$ cat config.mk
export PLATFORM = sky130hd
export DESIGN_NAME = duck_sprite_ctrl
export DESIGN_NICKNAME = d
export VERILOG_FILES = /design/src/rtl/duck_pkg.sv /design/src/rtl/duck_sprite_rom.sv /design/src/rtl/duck_sprite_ctrl.sv
export SDC_FILE = /design/constraint.sdc
export NUM_CORES = 1
export LEC_CHECK = 0
export ABC_AREA = 1
export CAP_MARGIN = 20
export CORE_MARGIN = 2
export CORE_UTILIZATION = 51
export DETAILED_ROUTE_END_ITERATION = 16
export GPL_ROUTABILITY_DRIVEN = 0
export GPL_TIMING_DRIVEN = 0
export PLACE_DENSITY = 0.83
export RECOVER_POWER = 50
export SLEW_MARGIN = 10
export SYNTH_ARGS = -nofsm -noshare
export SYNTH_HDL_FRONTEND = slang
export SYNTH_HIERARCHICAL = 1
export SYNTH_SLANG_ARGS = --single-unit
$ cat constraint.sdc
create_clock -name Clk -period 2.8 [get_ports Clk]
set_input_delay 0.56 -clock Clk [delete_from_list [all_inputs] [get_ports Clk]]
set_output_delay 0.56 -clock Clk [all_outputs]
set_load 0.01 [all_outputs]
$ cat src/rtl/duck_pkg.sv
// Shared types and constants for the duck sprite controller: FSM state
// encoding, palette indices and sprite frame numbers.
package duck_pkg;

  typedef enum logic [2:0] {
    S_IDLE   = 3'd0,
    S_FLY    = 3'd1,
    S_HIT    = 3'd2,
    S_FALL   = 3'd3,
    S_ESCAPE = 3'd4,
    S_DONE   = 3'd5
  } duck_state_e;

  localparam logic [3:0] IDX_TRANSPARENT = 4'hF;
  localparam logic [3:0] IDX_FLASH       = 4'h1;

  localparam logic [1:0] FRAME_FLAP0 = 2'd0;
  localparam logic [1:0] FRAME_FLAP1 = 2'd1;
  localparam logic [1:0] FRAME_HIT   = 2'd2;
  localparam logic [1:0] FRAME_FALL  = 2'd3;

endpackage

$ cat src/rtl/duck_sprite_rom.sv
// Duck sprite storage: 4 frames of SPRITE_H x SPRITE_W 4-bit palette indices,
// synchronous read with one cycle of latency. Address is {frame, row, col}.
module duck_sprite_rom
  import duck_pkg::*;
#(
  parameter int SPRITE_W = 32,
  parameter int SPRITE_H = 32,
  localparam int XW = $clog2(SPRITE_W),
  localparam int YW = $clog2(SPRITE_H),
  localparam int AW = 2 + XW + YW
) (
  input  logic          clk,
  input  logic          reset,
  input  logic [AW-1:0] addr,
  output logic [3:0]    data
);

  logic [1:0]    frame;
  logic [YW-1:0] row;
  logic [XW-1:0] col;

  assign {frame, row, col} = addr;

  // Generated sprite art: a diagonal band pattern that differs per frame and
  // contains transparent (4'hF) texels in every frame.
  always_ff @(posedge clk) begin
    if (reset) begin
      data <= IDX_TRANSPARENT;
    end else begin
      data <= 4'(col[XW-1:1]) + 4'(row[YW-1:1]) + {frame, 2'b00}
              + {3'b000, col[0] & row[0]};
    end
  end

endmodule

$ cat src/rtl/duck_sprite_ctrl.sv
// Duck Hunt style duck controller: flight FSM, hit/escape handling and a
// 2-cycle sprite pixel path. Define DUCK_HIT_FLASH_EN to flash the hit sprite.
module duck_sprite_ctrl
  import duck_pkg::*;
#(
  parameter int SPRITE_W      = 32,
  parameter int SPRITE_H      = 32,
  parameter int SCREEN_W      = 640,
  parameter int GROUND_Y      = 400,
  parameter int FLY_SPEED     = 2,
  parameter int FALL_SPEED    = 4,
  parameter int FLAP_PERIOD   = 8,
  parameter int HIT_FRAMES    = 30,
  parameter int ESCAPE_FRAMES = 600
) (
  input  logic       Clk,
  input  logic       Reset,
  input  logic       frame_tick,
  input  logic       start,
  input  logic [9:0] start_x,
  input  logic       start_dir,
  input  logic       shot,
  input  logic [9:0] shot_x,
  input  logic [9:0] shot_y,
  input  logic [9:0] DrawX,
  input  logic [9:0] DrawY,
  output logic [3:0] color_idx,
  output logic       duck_pixel,
  output logic [9:0] duck_x,
  output logic [9:0] duck_y,
  output logic [2:0] state,
  output logic       hit,
  output logic       escaped
);

  localparam int XW   = $clog2(SPRITE_W);
  localparam int YW   = $clog2(SPRITE_H);
  localparam int AW   = 2 + XW + YW;
  localparam int FT_W = $clog2(ESCAPE_FRAMES + 1);
  localparam int HT_W = ($clog2(HIT_FRAMES + 1) > 3) ? $clog2(HIT_FRAMES + 1) : 3;
  localparam int FP_W = (FLAP_PERIOD > 2) ? $clog2(FLAP_PERIOD) : 1;

  localparam logic [10:0] X_MAX  = 11'(SCREEN_W - SPRITE_W);
  localparam logic [10:0] Y_MAX  = 11'(GROUND_Y);
  localparam logic [10:0] FLY_D  = 11'(FLY_SPEED);
  localparam logic [10:0] FALL_D = 11'(FALL_SPEED);

  duck_state_e     state_q, state_d;
  logic [9:0]      x_q, x_d, y_q, y_d;
  logic            dir_x_q, dir_x_d;   // 1 = right
  logic            dir_y_q, dir_y_d;   // 1 = up
  logic [FT_W-1:0] fly_t_q, fly_t_d;
  logic [HT_W-1:0] hit_t_q, hit_t_d;
  logic [FP_W-1:0] flap_cnt_q, flap_cnt_d;
  logic            flap_q, flap_d;
  logic            hit_d, esc_d;
  logic [10:0]     nx, ny;
  logic            shot_in_box;

  assign shot_in_box = shot && (state_q == S_FLY)
                    && ({1'b0, shot_x} >= {1'b0, x_q})
                    && ({1'b0, shot_x} <  {1'b0, x_q} + 11'(SPRITE_W))
                    && ({1'b0, shot_y} >= {1'b0, y_q})
                    && ({1'b0, shot_y} <  {1'b0, y_q} + 11'(SPRITE_H));

  always_comb begin
    state_d    = state_q;
    x_d        = x_q;
    y_d        = y_q;
    dir_x_d    = dir_x_q;
    dir_y_d    = dir_y_q;
    fly_t_d    = fly_t_q;
    hit_t_d    = hit_t_q;
    flap_cnt_d = flap_cnt_q;
    flap_d     = flap_q;
    hit_d      = 1'b0;
    esc_d      = 1'b0;
    nx         = {1'b0, x_q};
    ny         = {1'b0, y_q};
    case (state_q)
      S_IDLE, S_DONE: begin
        if (start) begin
          state_d    = S_FLY;
          x_d        = ({1'b0, start_x} > X_MAX) ? X_MAX[9:0] : start_x;
          y_d        = Y_MAX[9:0];
          dir_x_d    = start_dir;
          dir_y_d    = 1'b1;
          fly_t_d    = '0;
          hit_t_d    = '0;
          flap_cnt_d = '0;
          flap_d     = 1'b0;
        end
      end
      S_FLY: begin
        // A valid hit takes priority over movement and timer expiry.
        if (shot_in_box) begin
          state_d = S_HIT;
          hit_d   = 1'b1;
          hit_t_d = '0;
        end else if (frame_tick) begin
          if (dir_x_q) begin
            nx = {1'b0, x_q} + FLY_D;
            if (nx >= X_MAX) begin nx = X_MAX; dir_x_d = 1'b0; end
          end else if ({1'b0, x_q} <= FLY_D) begin
            nx = '0; dir_x_d = 1'b1;
          end else begin
            nx = {1'b0, x_q} - FLY_D;
          end
          if (dir_y_q) begin
            if ({1'b0, y_q} <= FLY_D) begin ny = '0; dir_y_d = 1'b0; end
            else ny = {1'b0, y_q} - FLY_D;
          end else begin
            ny = {1'b0, y_q} + FLY_D;
            if (ny >= Y_MAX) begin ny = Y_MAX; dir_y_d = 1'b1; end
          end
          x_d     = nx[9:0];
          y_d     = ny[9:0];
          fly_t_d = fly_t_q + 1'b1;
          if (fly_t_d == FT_W'(ESCAPE_FRAMES)) state_d = S_ESCAPE;
        end
      end
      S_HIT: begin
        if (frame_tick) begin
          hit_t_d = hit_t_q + 1'b1;
          if (hit_t_d == HT_W'(HIT_FRAMES)) state_d = S_FALL;
        end
      end
      S_FALL: begin
        if (frame_tick) begin
          ny = {1'b0, y_q} + FALL_D;
          if (ny >= Y_MAX) begin ny = Y_MAX; state_d = S_DONE; end
          y_d = ny[9:0];
        end
      end
      S_ESCAPE: begin
        if (frame_tick) begin
          if ({1'b0, y_q} <= FLY_D) begin
            y_d = '0; state_d = S_DONE; esc_d = 1'b1;
          end else begin
            y_d = y_q - FLY_D[9:0];
          end
        end
      end
      default: state_d = S_IDLE;
    endcase
    if (frame_tick && (state_q == S_FLY || state_q == S_ESCAPE)) begin
      if (flap_cnt_q == FP_W'(FLAP_PERIOD - 1)) begin
        flap_cnt_d = '0;
        flap_d     = ~flap_q;
      end else begin
        flap_cnt_d = flap_cnt_q + 1'b1;
      end
    end
  end

  always_ff @(posedge Clk) begin
    if (Reset) begin
      state_q    <= S_IDLE;
      x_q        <= '0;
      y_q        <= Y_MAX[9:0];
      dir_x_q    <= 1'b0;
      dir_y_q    <= 1'b0;
      fly_t_q    <= '0;
      hit_t_q    <= '0;
      flap_cnt_q <= '0;
      flap_q     <= 1'b0;
      hit        <= 1'b0;
      escaped    <= 1'b0;
    end else begin
      state_q    <= state_d;
      x_q        <= x_d;
      y_q        <= y_d;
      dir_x_q    <= dir_x_d;
      dir_y_q    <= dir_y_d;
      fly_t_q    <= fly_t_d;
      hit_t_q    <= hit_t_d;
      flap_cnt_q <= flap_cnt_d;
      flap_q     <= flap_d;
      hit        <= hit_d;
      escaped    <= esc_d;
    end
  end

  assign duck_x = x_q;
  assign duck_y = y_q;
  assign state  = state_q;

  // Pixel path: stage 1 = ROM read + box/flash flags, stage 2 = output mux.
  logic [1:0]    sprite_frame;
  logic [XW-1:0] rel_x;
  logic [YW-1:0] rel_y;
  logic          in_box, flash_now;
  logic          vis_q, flash_q;
  logic [3:0]    rom_data;

  always_comb begin
    case (state_q)
      S_FLY, S_ESCAPE: sprite_frame = flap_q ? FRAME_FLAP1 : FRAME_FLAP0;
      S_HIT:           sprite_frame = FRAME_HIT;
      S_FALL:          sprite_frame = FRAME_FALL;
      default:         sprite_frame = FRAME_FLAP0;
    endcase
  end

  assign rel_x  = DrawX[XW-1:0] - x_q[XW-1:0];
  assign rel_y  = DrawY[YW-1:0] - y_q[YW-1:0];
  assign in_box = (state_q != S_IDLE) && (state_q != S_DONE)
               && ({1'b0, DrawX} >= {1'b0, x_q})
               && ({1'b0, DrawX} <  {1'b0, x_q} + 11'(SPRITE_W))
               && ({1'b0, DrawY} >= {1'b0, y_q})
               && ({1'b0, DrawY} <  {1'b0, y_q} + 11'(SPRITE_H));

`ifdef DUCK_HIT_FLASH_EN
  // 4-frame windows of the hit pause, the first one flashed.
  assign flash_now = (state_q == S_HIT) && !hit_t_q[2];
`else
  assign flash_now = 1'b0;
`endif

  duck_sprite_rom #(
    .SPRITE_W (SPRITE_W),
    .SPRITE_H (SPRITE_H)
  ) u_rom (
    .clk   (Clk),
    .reset (Reset),
    .addr  ({sprite_frame, rel_y, rel_x}),
    .data  (rom_data)
  );

  always_ff @(posedge Clk) begin
    if (Reset) begin
      vis_q      <= 1'b0;
      flash_q    <= 1'b0;
      duck_pixel <= 1'b0;
      color_idx  <= IDX_TRANSPARENT;
    end else begin
      vis_q   <= in_box;
      flash_q <= flash_now;
      if (vis_q && rom_data != IDX_TRANSPARENT) begin
        duck_pixel <= 1'b1;
        color_idx  <= flash_q ? IDX_FLASH : rom_data;
      end else begin
        duck_pixel <= 1'b0;
        color_idx  <= IDX_TRANSPARENT;
      end
    end
  end

  logic [AW-1:0] unused_aw;
  assign unused_aw = '0;

endmodule

[Yosys cells after proc, flatten, opt, wreduce, memory -nomap -nowiden]
Cells that the tools add are included.
Word-level totals
  ROM bits: 0
  word-level logic and storage cells: 168
  bits in latches: 0
  memories kept: 0
  bits in writable memories: 0
  input bits: 56
  output and inout bits: 30
  register bits after elaboration: 56
Operators by class
  equality and inequality tests: 22
  multipliers: 0
  bitwise gates (word level): 6
  add/sub/neg operators: 16
  div/mod/pow operators: 0
  shift operators: 0
  mux-type cells: 65
  order comparisons: 14
  reduce and logical (&&, ||, !) cells: 30
Operator list (number)
  2-to-1 mux 10 bit: 20
  < comparator 10 x 11 -> 1 bit: 4
  2-to-1 mux 3 bit: 14
  >= comparator 10 bit: 4
  one-hot mux 10 bit (2 select lines): 2
  one-hot mux 10 bit (4 select lines): 1
  subtractor 10 x 2 -> 10 bit, second input constant: 3
  adder 10 x 2 -> 11 bit, second input constant: 2
  adder 10 x 6 -> 11 bit, second input constant: 2
  >= comparator 11 x 9 -> 1 bit, second input constant: 2
  less-or-equal comparator 10 x 2 -> 1 bit, second input constant: 2
  2-to-1 mux 1 bit: 20
  inequality test 2 bit, second input constant: 10
  2-to-1 mux 5 bit: 3
  one-hot mux 3 bit (5 select lines): 1
  one-hot mux 5 bit (3 select lines): 1
  logical AND 1 bit: 12
  adder 10 x 3 -> 11 bit, second input constant: 1
  >= comparator 11 x 10 -> 1 bit, second input constant: 1
  adder 10 x 1 -> 10 bit, second input constant: 1
  == test 10 bit, second input constant: 1
  > comparator 10 bit, second input constant: 1
  subtractor 5 bit: 2
  == test 3 bit, second input constant: 3
  25 further kinds: 40

[Depth between registers and ports, before layout]
Gate-level depths: netlist of run 1.
  depth after elaboration: 8
  mapped depth: 20
  mapped depth without buffers: 19

[Cells and area by module]
Netlist of run 1, hierarchy kept.
Modules (own cells, without submodules)
  duck_sprite_ctrl: cells an instance 854, instances 1, area an instance 5595.4 um2
  duck_sprite_rom: cells an instance 40, instances 1, area an instance 302.8 um2

[Worst setup path before layout of run 1]
No wires, ideal clock.
  path type: register to register
  from: register y_q[1], in the netlist duck_y[1]
  to: register u_rom.data[3]
  buffers on the path: 0
  clock period less this slack: 2.939 ns
  stages on the path, launching flop included: 16
  setup time: 0.120 ns
  data arrival time: 2.820 ns
  path slack: -0.139 ns
  cell sequence: dfxtp_1 > inv_1 > ha_1 > nand2_1 > nor2_1 > a211oi_1 > xnor2_1 > inv_1 > fa_1 > fa_1 > inv_1 > nand2_1 > nand2_1 > nand2_1 > nand3_1 > nand3_1
Between the ends
  cells in the longest elaborated chain, start to end: 4
RTL lines
  from (decl): RTL line duck_sprite_ctrl.sv:49  | logic [9:0] x_q, x_d, y_q, y_d;
  from (signal assigned): RTL line duck_sprite_ctrl.sv:160  | y_q <= Y_MAX[9:0];
  from (signal assigned): RTL line duck_sprite_ctrl.sv:172  | y_q <= y_d;
  subtractor 5 bit: RTL line duck_sprite_ctrl.sv:206  | assign rel_y = DrawY[YW-1:0] - y_q[YW-1:0];
  net rel_y[3]: RTL line duck_sprite_ctrl.sv:191  | logic [YW-1:0] rel_y;
  adder 4 bit (2 in a row): RTL line duck_sprite_rom.sv:30  | data <= 4'(col[XW-1:1]) + 4'(row[YW-1:1]) + {frame, 2'b00}
  adder 4 x 1 -> 4 bit: RTL line duck_sprite_rom.sv:31  | + {3'b000, col[0] & row[0]};
  to (signal assigned): RTL line duck_sprite_rom.sv:30
  to (decl): RTL line duck_sprite_rom.sv:15  | output logic [3:0] data
The timed path passes the listed nets, and every way through them passes these cells.
A chain may end at the register's enable or synchronous reset.

[Final worst setup path of run 1]
  from: register x_q[2], in the netlist duck_x[2]
  to: register u_rom.data[3]
Between the ends
  cells in the longest elaborated chain, start to end: 4
RTL lines
  from (decl): RTL line duck_sprite_ctrl.sv:49
  from (signal assigned): RTL line duck_sprite_ctrl.sv:159  | x_q <= '0;
  from (signal assigned): RTL line duck_sprite_ctrl.sv:171  | x_q <= x_d;
  subtractor 5 bit: RTL line duck_sprite_ctrl.sv:205  | assign rel_x = DrawX[XW-1:0] - x_q[XW-1:0];
  net rel_x[3]: RTL line duck_sprite_ctrl.sv:190  | logic [XW-1:0] rel_x;
  adder 4 bit (2 in a row): RTL line duck_sprite_rom.sv:30
  adder 4 x 1 -> 4 bit: RTL line duck_sprite_rom.sv:31
The timed path passes the listed nets, and every way through them passes these cells.

==> results.md, run 1 <==
- Slowest CP cell: fa_1
- Leakage power: 3.51 nW
- Number of synthesized flops with an enable pin: 0
- Ant diodes: 0
- Launching point of the worst reg2reg path: duck_x[2]$_SDFFE_PP0P_
- Gr usage total: 25.2%
- DP Wirelength: 12500 um
- Via count: 6325
- Commonest non-fill, non-tap cell in the layout: nand2_1
- First-pass detailed-route iteration total: 5
- Crit path time final: 2.76 ns
- Fin. Hold Viols: 0
- Hold crit path type: reg2reg
- Num rows: 39
- CP cell instances: inv_6 > ha_4 > nand2_2 > o21ai_2 > xor2_2 > inv_1 > fa_1 > fa_2 > inv_2 > nand2_2 > nand2_2 > nand2_2 > nand3_2 > nand3_2
- Yosys warning count: 6
- Number of fillers in the final layout: 949
- Ys flop type: dfxtp_1
- Vias in the first global route: 5695
- Syn Nets: 1033
- Die width: 112 um
- Clock latency at the later pin of the worst-skew pair: 0.30 ns
- Slew HR: 58.1%
- Final setup violation count: 0
- Max Clk Rate: 0.363 GHz
- RSZ-0062 raised after global routing: yes
- Core area: 0.0114 mm2
- Clock skew: 0.0130 ns
- Initial core utilization: 51.9%
- Final slew viol count: 0
- Num ports: 86
- R2r setup slk: 0.04 ns
- Critical Path Start: duck_x[2]$_SDFFE_PP0P_
- DRT Wirelength: 17000 um
- Clock Tree Root: clkbuf_16
- Tightest Pin Transition: 0.629 ns
- FFs w/ async S/R, synth: 0%
- Multi-input gate area: 0.00442 mm2
- H-tree level count: 2
- Combinational Power Share: 71.0%
- Vias per inst: 5.47
- WP data arrival: 2.93 ns
- Residual DRC: 0
- Total power: 0.00675 W
- Min-delay src: u_rom/data[2]$_SDFF_PP1_
- Worst path most repeated cell: nand2_2
- CTS tree: yes
- Crit Path Category: reg2reg
- Seq pwr share: 18.1%
- MaxCap Viol Count: 0
- Drt initial violations: 549
- Mean area per synthesized cell: 6.60 um2
- Die Y: 112 um
- Total grt overflow: 0
- WL/cell: 14.7 um
- VDD IR max: 0.489 mV
- Die Footprint: 0.0124 mm2
- Part of the cycle the worst path needs: 98.5%
- CTS sink cnt: 56
- Register Area: 0.00115 mm2
- Pwr/cell area: 888 mW/mm2
- Sequential share of the synthesized area: 19.0%
- Nature of the critical path endpoint: register
- Req. time, crit path: 2.98 ns
- Ratio of cells with drive above 1 in the final layout: 14.7%
- Yosys reg bits: 56
- CP Max Fanout: 6
- First-pass GRT wire length: 26200 um
- Design Area, Final: 0.00760 mm2
- Post-Syn Instances: 894
- Distinct cells, synth: 54
- Post-DRT Antenna Nets: 0
- Setup WS pre-CTS: -0.707 ns
- Switching Share: 49.6%
- Initial antenna violation count: 0
- Pin count of the biggest net entering global routing: 19
- Area Growth Syn to Fin: 28.9%
- Dpl cell area: 0.00695 mm2
- Max incr delay on CP: 0.52 ns
- Clock power frac: 10.9%
- Setup ws final: 0.0432 ns
- Outcome: completed
- Internal power: 0.00340 W
- Switching power: 0.00335 W
- CTS buffer count: 5
- Highest-count cells in the layout ignoring fill and taps: nand2_1 (177), nor2_1 (120), inv_1 (93)
- CTS max path bufs: 2
- CTS clk-pin slew, worst paths: 0.08 ns
- I/O Buffers: 85
- NumNets Final: 1152
- Startpoint types: register
- Post-Syn Area: 0.00590 mm2
[per-layer routing]
metal / GRT usage [%] / wire length, um
met5: 0 / 0
met4: 9.63 / 457
met3: 2.78 / 1100
met2: 43.5 / 8240
met1: 32.5 / 7230
[stage by stage]
stage                     hold slack (ns)  cells  utilization [%]  TNS [ns]
final                               0.435   1157             66.9         0
after global routing                0.453   1157             66.9    -0.132
after CTS                           0.436   1140             64.3   -0.0140
after detailed placement            0.425   1122             61.1     -5.97
after global placement              0.421   1122             61.1     -4.74
after floorplan                     0.411    894                -         0
[area by class of cell]
type	count	share of cell area [%]
repair buffers	113	14.1
well taps	143	2.35
clock buffers	5	1.65
multi-input cells	700	58.2
clock inverters	3	0.609
inverters	120	6.37
flip-flops and latches	56	15.2
plain buffers	17	1.55
[sequential cells by signal, indices dropped and copies added (netlist names)]
| name | cells |
|---|---|
| state | 3 |
| dir_y_q | 1 |
| duck_x | 10 |
| duck_pixel | 1 |
| duck_y | 10 |
| flap_q | 1 |
| color_idx | 4 |
| dir_x_q | 1 |
| vis_q | 1 |
| fly_t_q | 10 |
| hit | 1 |
| hit_t_q | 5 |
| escaped | 1 |
| flap_cnt_q | 3 |
| u_rom/data | 4 |
[worst paths after layout]
| check | end | depth (start not counted) |
|---|---|---|
| hold / removal | color_idx[2]$_SDFF_PP1_ | 2 |
| setup reg to reg | u_rom/data[3]$_SDFF_PP1_ | 14 |
| setup / recovery | u_rom/data[3]$_SDFF_PP1_ | 14 |
| hold reg to reg | color_idx[2]$_SDFF_PP1_ | 2 |
[Yosys cell counts, drive strengths merged, types with 2 or more instances]
library cell	count	area [um2]
a21oi	71	378
nor2	129	531
buf	10	76.3
nand2	190	754
ha	78	976
clkbuf	8	31.3
xnor2	14	123
o21bai	5	37.5
nor3	12	71.3
o21a	2	15.0
o31ai	2	15.0
nor3b	2	15.0
fa	5	100
dfxtp	56	1120
or2	3	18.8
inv	120	453
nand3	63	335
o21ai	49	249
a22oi	2	15.0
nand4	19	134
xor2	35	307
nand3b	3	22.5
a31oi	4	25.0
[logic make-up (layout without fill, tap and decap cells)]
logic type / Yosys count / after routing / share of synthesized area (%)
compound gates: 146 / 146 / 14.0
xor+xnor: 49 / 49 / 7.28
fa+ha+maj: 83 / 83 / 18.2
buf+inv: 138 / 258 / 9.50
flops: 56 / 56 / 19.0
simple gates: 422 / 422 / 32.0
[critical path, delay by kind of cell (launching register included)]
family / cells / cell delay, ns
buffers and inverters: 3 / 0.22
AO/OA/AOI/OAI: 1 / 0.21
XOR/XNOR: 1 / 0.18
AND/OR/NAND/NOR: 6 / 0.40
flip-flops: 1 / 0.40
adder cells (fa/ha/maj): 3 / 1.22
[power by group through the flow]
stage / clock [W] / combinational, W / sequential [W]
after floorplan: 0 / 0.00295 / 0.00121
after global placement: 0 / 0.00395 / 0.00122
after detailed placement: 0 / 0.00406 / 0.00122
after CTS: 0.000746 / 0.00429 / 0.00122
after global routing: 0.000784 / 0.00531 / 0.00125
final: 0.000734 / 0.00479 / 0.00122
[timing repair]
item                                    in CTS  in global routing
pin swaps                                   17                 22
cloned                                       0                  1
endpoints found under the setup margin      42                 37
buffers inserted                            11                 16
hold buffers                                 0                  0
resized for setup                           44                 51
Note: power is estimated with default switching activity, not from simulation.
==> inputs of run 2 (changes only) <==
--- a/config.mk
+++ b/config.mk
@@ -5,14 +5,13 @@
 export SDC_FILE = /design/constraint.sdc
 export NUM_CORES = 1
 export LEC_CHECK = 0
-export ABC_AREA = 1
 export CAP_MARGIN = 20
 export CORE_MARGIN = 2
 export CORE_UTILIZATION = 51
 export DETAILED_ROUTE_END_ITERATION = 16
 export GPL_ROUTABILITY_DRIVEN = 0
 export GPL_TIMING_DRIVEN = 0
-export PLACE_DENSITY = 0.83
+export PLACE_DENSITY = 0.79
 export RECOVER_POWER = 50
 export SLEW_MARGIN = 10
 export SYNTH_ARGS = -nofsm -noshare
==> results.md, run 2 <==
- Gr usage total: 31.0%
- Num ports: 86
- Startpoint types: register
- Final TNS setup: -2.09 ns
- Clock latency at the later pin of the worst-skew pair: 0.32 ns
- Post-DRT Antenna Nets: 0
- Part of the cycle the worst path needs: 105%
- CTS sink cnt: 56
- Pwr/cell area: 407 mW/mm2
- Most frequent cell after synthesis: ha_1
- VDD IR max: 0.305 mV
- Highest-count cells in the layout ignoring fill and taps: ha_1 (66), nor2_1 (65), clkdlybuf4s50_1 (55)
- Pin count of the biggest net entering global routing: 21
- NumNets Final: 1025
- Final slew viol count: 0
- FFs w/ async S/R, synth: 0%
- CTS buffer count: 5
- First-pass detailed-route iteration total: 5
- Clock Tree Root: clkbuf_16
- Ys flop type: dfxtp_1
- Max incr delay on CP: 0.58 ns
- Die width: 111 um
- Vias per inst: 6.50
- CTS tree: yes
- CP Max Fanout: 10
- WP data arrival: 3.14 ns
- Initial antenna violation count: 0
- Yosys warning count: 6
- Share of the synthesized area in the top cell type: 19.1%
- Core area: 0.0113 mm2
- Area Growth Syn to Fin: 34.8%
- Commonest non-fill, non-tap cell in the layout: ha_1
- Crit path time final: 2.93 ns
- Slew HR: 48.5%
- Syn Nets: 893
- Post-Syn Instances: 754
- Setup ws final: -0.128 ns
- Synth top area cells: dfxtp_1 (19%), ha_1 (17%), a21oi_1 (4.9%)
- RSZ-0062 raised after global routing: yes
- CTS clk-pin slew, worst paths: 0.09 ns
- Num rows: 39
- DP Wirelength: 13900 um
- Sequential share of the synthesized area: 19.1%
- Number of synthesized flops with an enable pin: 0
- H-tree level count: 2
- Hold-fix buffer count after cts: 0
- Slowest CP cell: or4_4
- Die Footprint: 0.0124 mm2
- I/O Buffers: 84
- Via count: 6690
- Yosys reg bits: 56
- Number of fillers in the final layout: 864
- Total grt overflow: 0
- Failing checks: setup timing
- Req. time, crit path: 3.01 ns
- Cell taking the most area after synthesis: dfxtp_1
- Most frequent cells after synthesis: ha_1 (78), nor2_1 (67), a21oi_1 (57)
- Max Clk Rate: 0.342 GHz
- Tightest Pin Transition: 0.772 ns
- Outcome: finished, violations left
- Clock skew: 0.0125 ns
- Residual DRC: 0
- Hold crit path type: reg2reg
- Final setup violation count: 33
- Fin. Hold Viols: 0
- MaxCap Viol Count: 0
- CP cell instances: clkbuf_8 > clkinvlp_4 > ha_1 > or4_4 > o21ai_4 > a21oi_2 > nor4_4 > buf_6 > a211oi_4 > buf_6 > buf_6 > buf_8 > a21oi_1 > nor2_1
- Post-Syn Area: 0.00587 mm2
- Initial core utilization: 51.8%
- Crit Path Category: reg2reg
- Die Y: 111 um
- Drt initial violations: 960
- Nature of the critical path endpoint: register
- Leakage power: 3.12 nW
- WL/cell: 19.8 um
- Vias in the first global route: 6562
- DRT Wirelength: 20400 um
- Mean area per synthesized cell: 7.78 um2
- Worst path most repeated cell: buf_6
- First-pass GRT wire length: 31600 um
- Ratio of cells with drive above 1 in the final layout: 20.0%
- Distinct cells, synth: 83
- Ant diodes: 0
- CTS max path bufs: 2
- Final Util: 69.9%
run 2: cell types whose count changed in the layout (fill, tap and decap cells not counted), moves of 10 or more:
cell,change
nand2_1,-127
inv_1,-56
nor2_1,-55
xor2_1,-31
nand3_1,-29
nand2b_1,+21
o21ai_0,-15
buf_6,+13
a21oi_1,-12
o21ai_1,+12
inv_2,-11
nor2b_1,+10
run 2: critical path, delay by kind of cell (launching register included):
kind	cells	cell delay, ns
buf+inv	6	0.88
compound gates	4	0.48
simple gates	3	0.81
fa+ha+maj	1	0.26
flops	1	0.40
run 2: cell families after synthesis:
kind of cell	count (synthesis)	share of synthesized area [%]
muxes	5	0.853
adders and majority gates	84	18.5
xor gates and xnor gates	27	4.39
buffers and inverters	89	6.40
AOI/OAI and AO/OA	233	27.5
DFF	56	19.1
and+or+nand+nor	260	23.2
run 2: stage by stage:
step	total power [W]	instances	area (um2)	hold slack, ns	worst slack [ns]
global route	0.00337	1030	7910	0.483	-0.214
global placement	0.00215	981	6950	0.420	-0.639
floorplan	0.00179	754	5930	0.410	-0.0585
finish	0.00322	1030	7910	0.447	-0.128
detailed placement	0.00220	981	6950	0.432	-0.689
CTS	0.00307	1022	7660	0.450	-0.0712
run 2: final cells by class:
| class | instances | area [um2] | share of cell area [%] |
|---|---|---|---|
| Inverter | 53 | 233 | 2.94 |
| Timing Repair Buffer | 126 | 1190 | 15.1 |
| Buffer | 35 | 263 | 3.32 |
| Clock inverter | 3 | 33.8 | 0.427 |
| Sequential cell | 56 | 1160 | 14.7 |
| Multi-Input combinational cell | 609 | 4720 | 59.6 |
| Clock buffer | 5 | 125 | 1.58 |
| Tap cell | 143 | 179 | 2.26 |
run 2: routing by layer:
| metal | wire length, um | share of wire (%) | track usage, % |
|---|---|---|---|
| met5 | 0 | 0 | 0 |
| met2 | 9950 | 49 | 54.7 |
| met4 | 1000 | 4.9 | 13.4 |
| met3 | 1910 | 9.3 | 5.90 |
| met1 | 7570 | 37 | 36.7 |
run 2: final timing paths:
path / to / from / slack (ns) / depth (start not counted)
setup / recovery: dir_y_q$_SDFFE_PP0P_ / duck_y[3]$_SDFFE_PP0P_ / -0.13 / 14
setup reg to reg: dir_y_q$_SDFFE_PP0P_ / duck_y[3]$_SDFFE_PP0P_ / -0.13 / 14
hold reg to reg: color_idx[2]$_SDFF_PP1_ / u_rom/data[2]$_SDFF_PP1_ / 0.45 / 1
hold / removal: color_idx[2]$_SDFF_PP1_ / u_rom/data[2]$_SDFF_PP1_ / 0.45 / 1
run 2: report_power, final:
group	total [W]	internal, W	switching, W
logic	0.00158	0.000734	0.000850
clock network	0.000709	0.000347	0.000363
registers	0.000924	0.000855	0.0000689
run 2: what timing repair did:
item,in CTS,in global routing
pin swaps,41,21
cloned,2,2
hold endpoints to repair,0,0
gates resized for setup,101,46
setup endpoints to repair,44,43
setup buffers,33,6
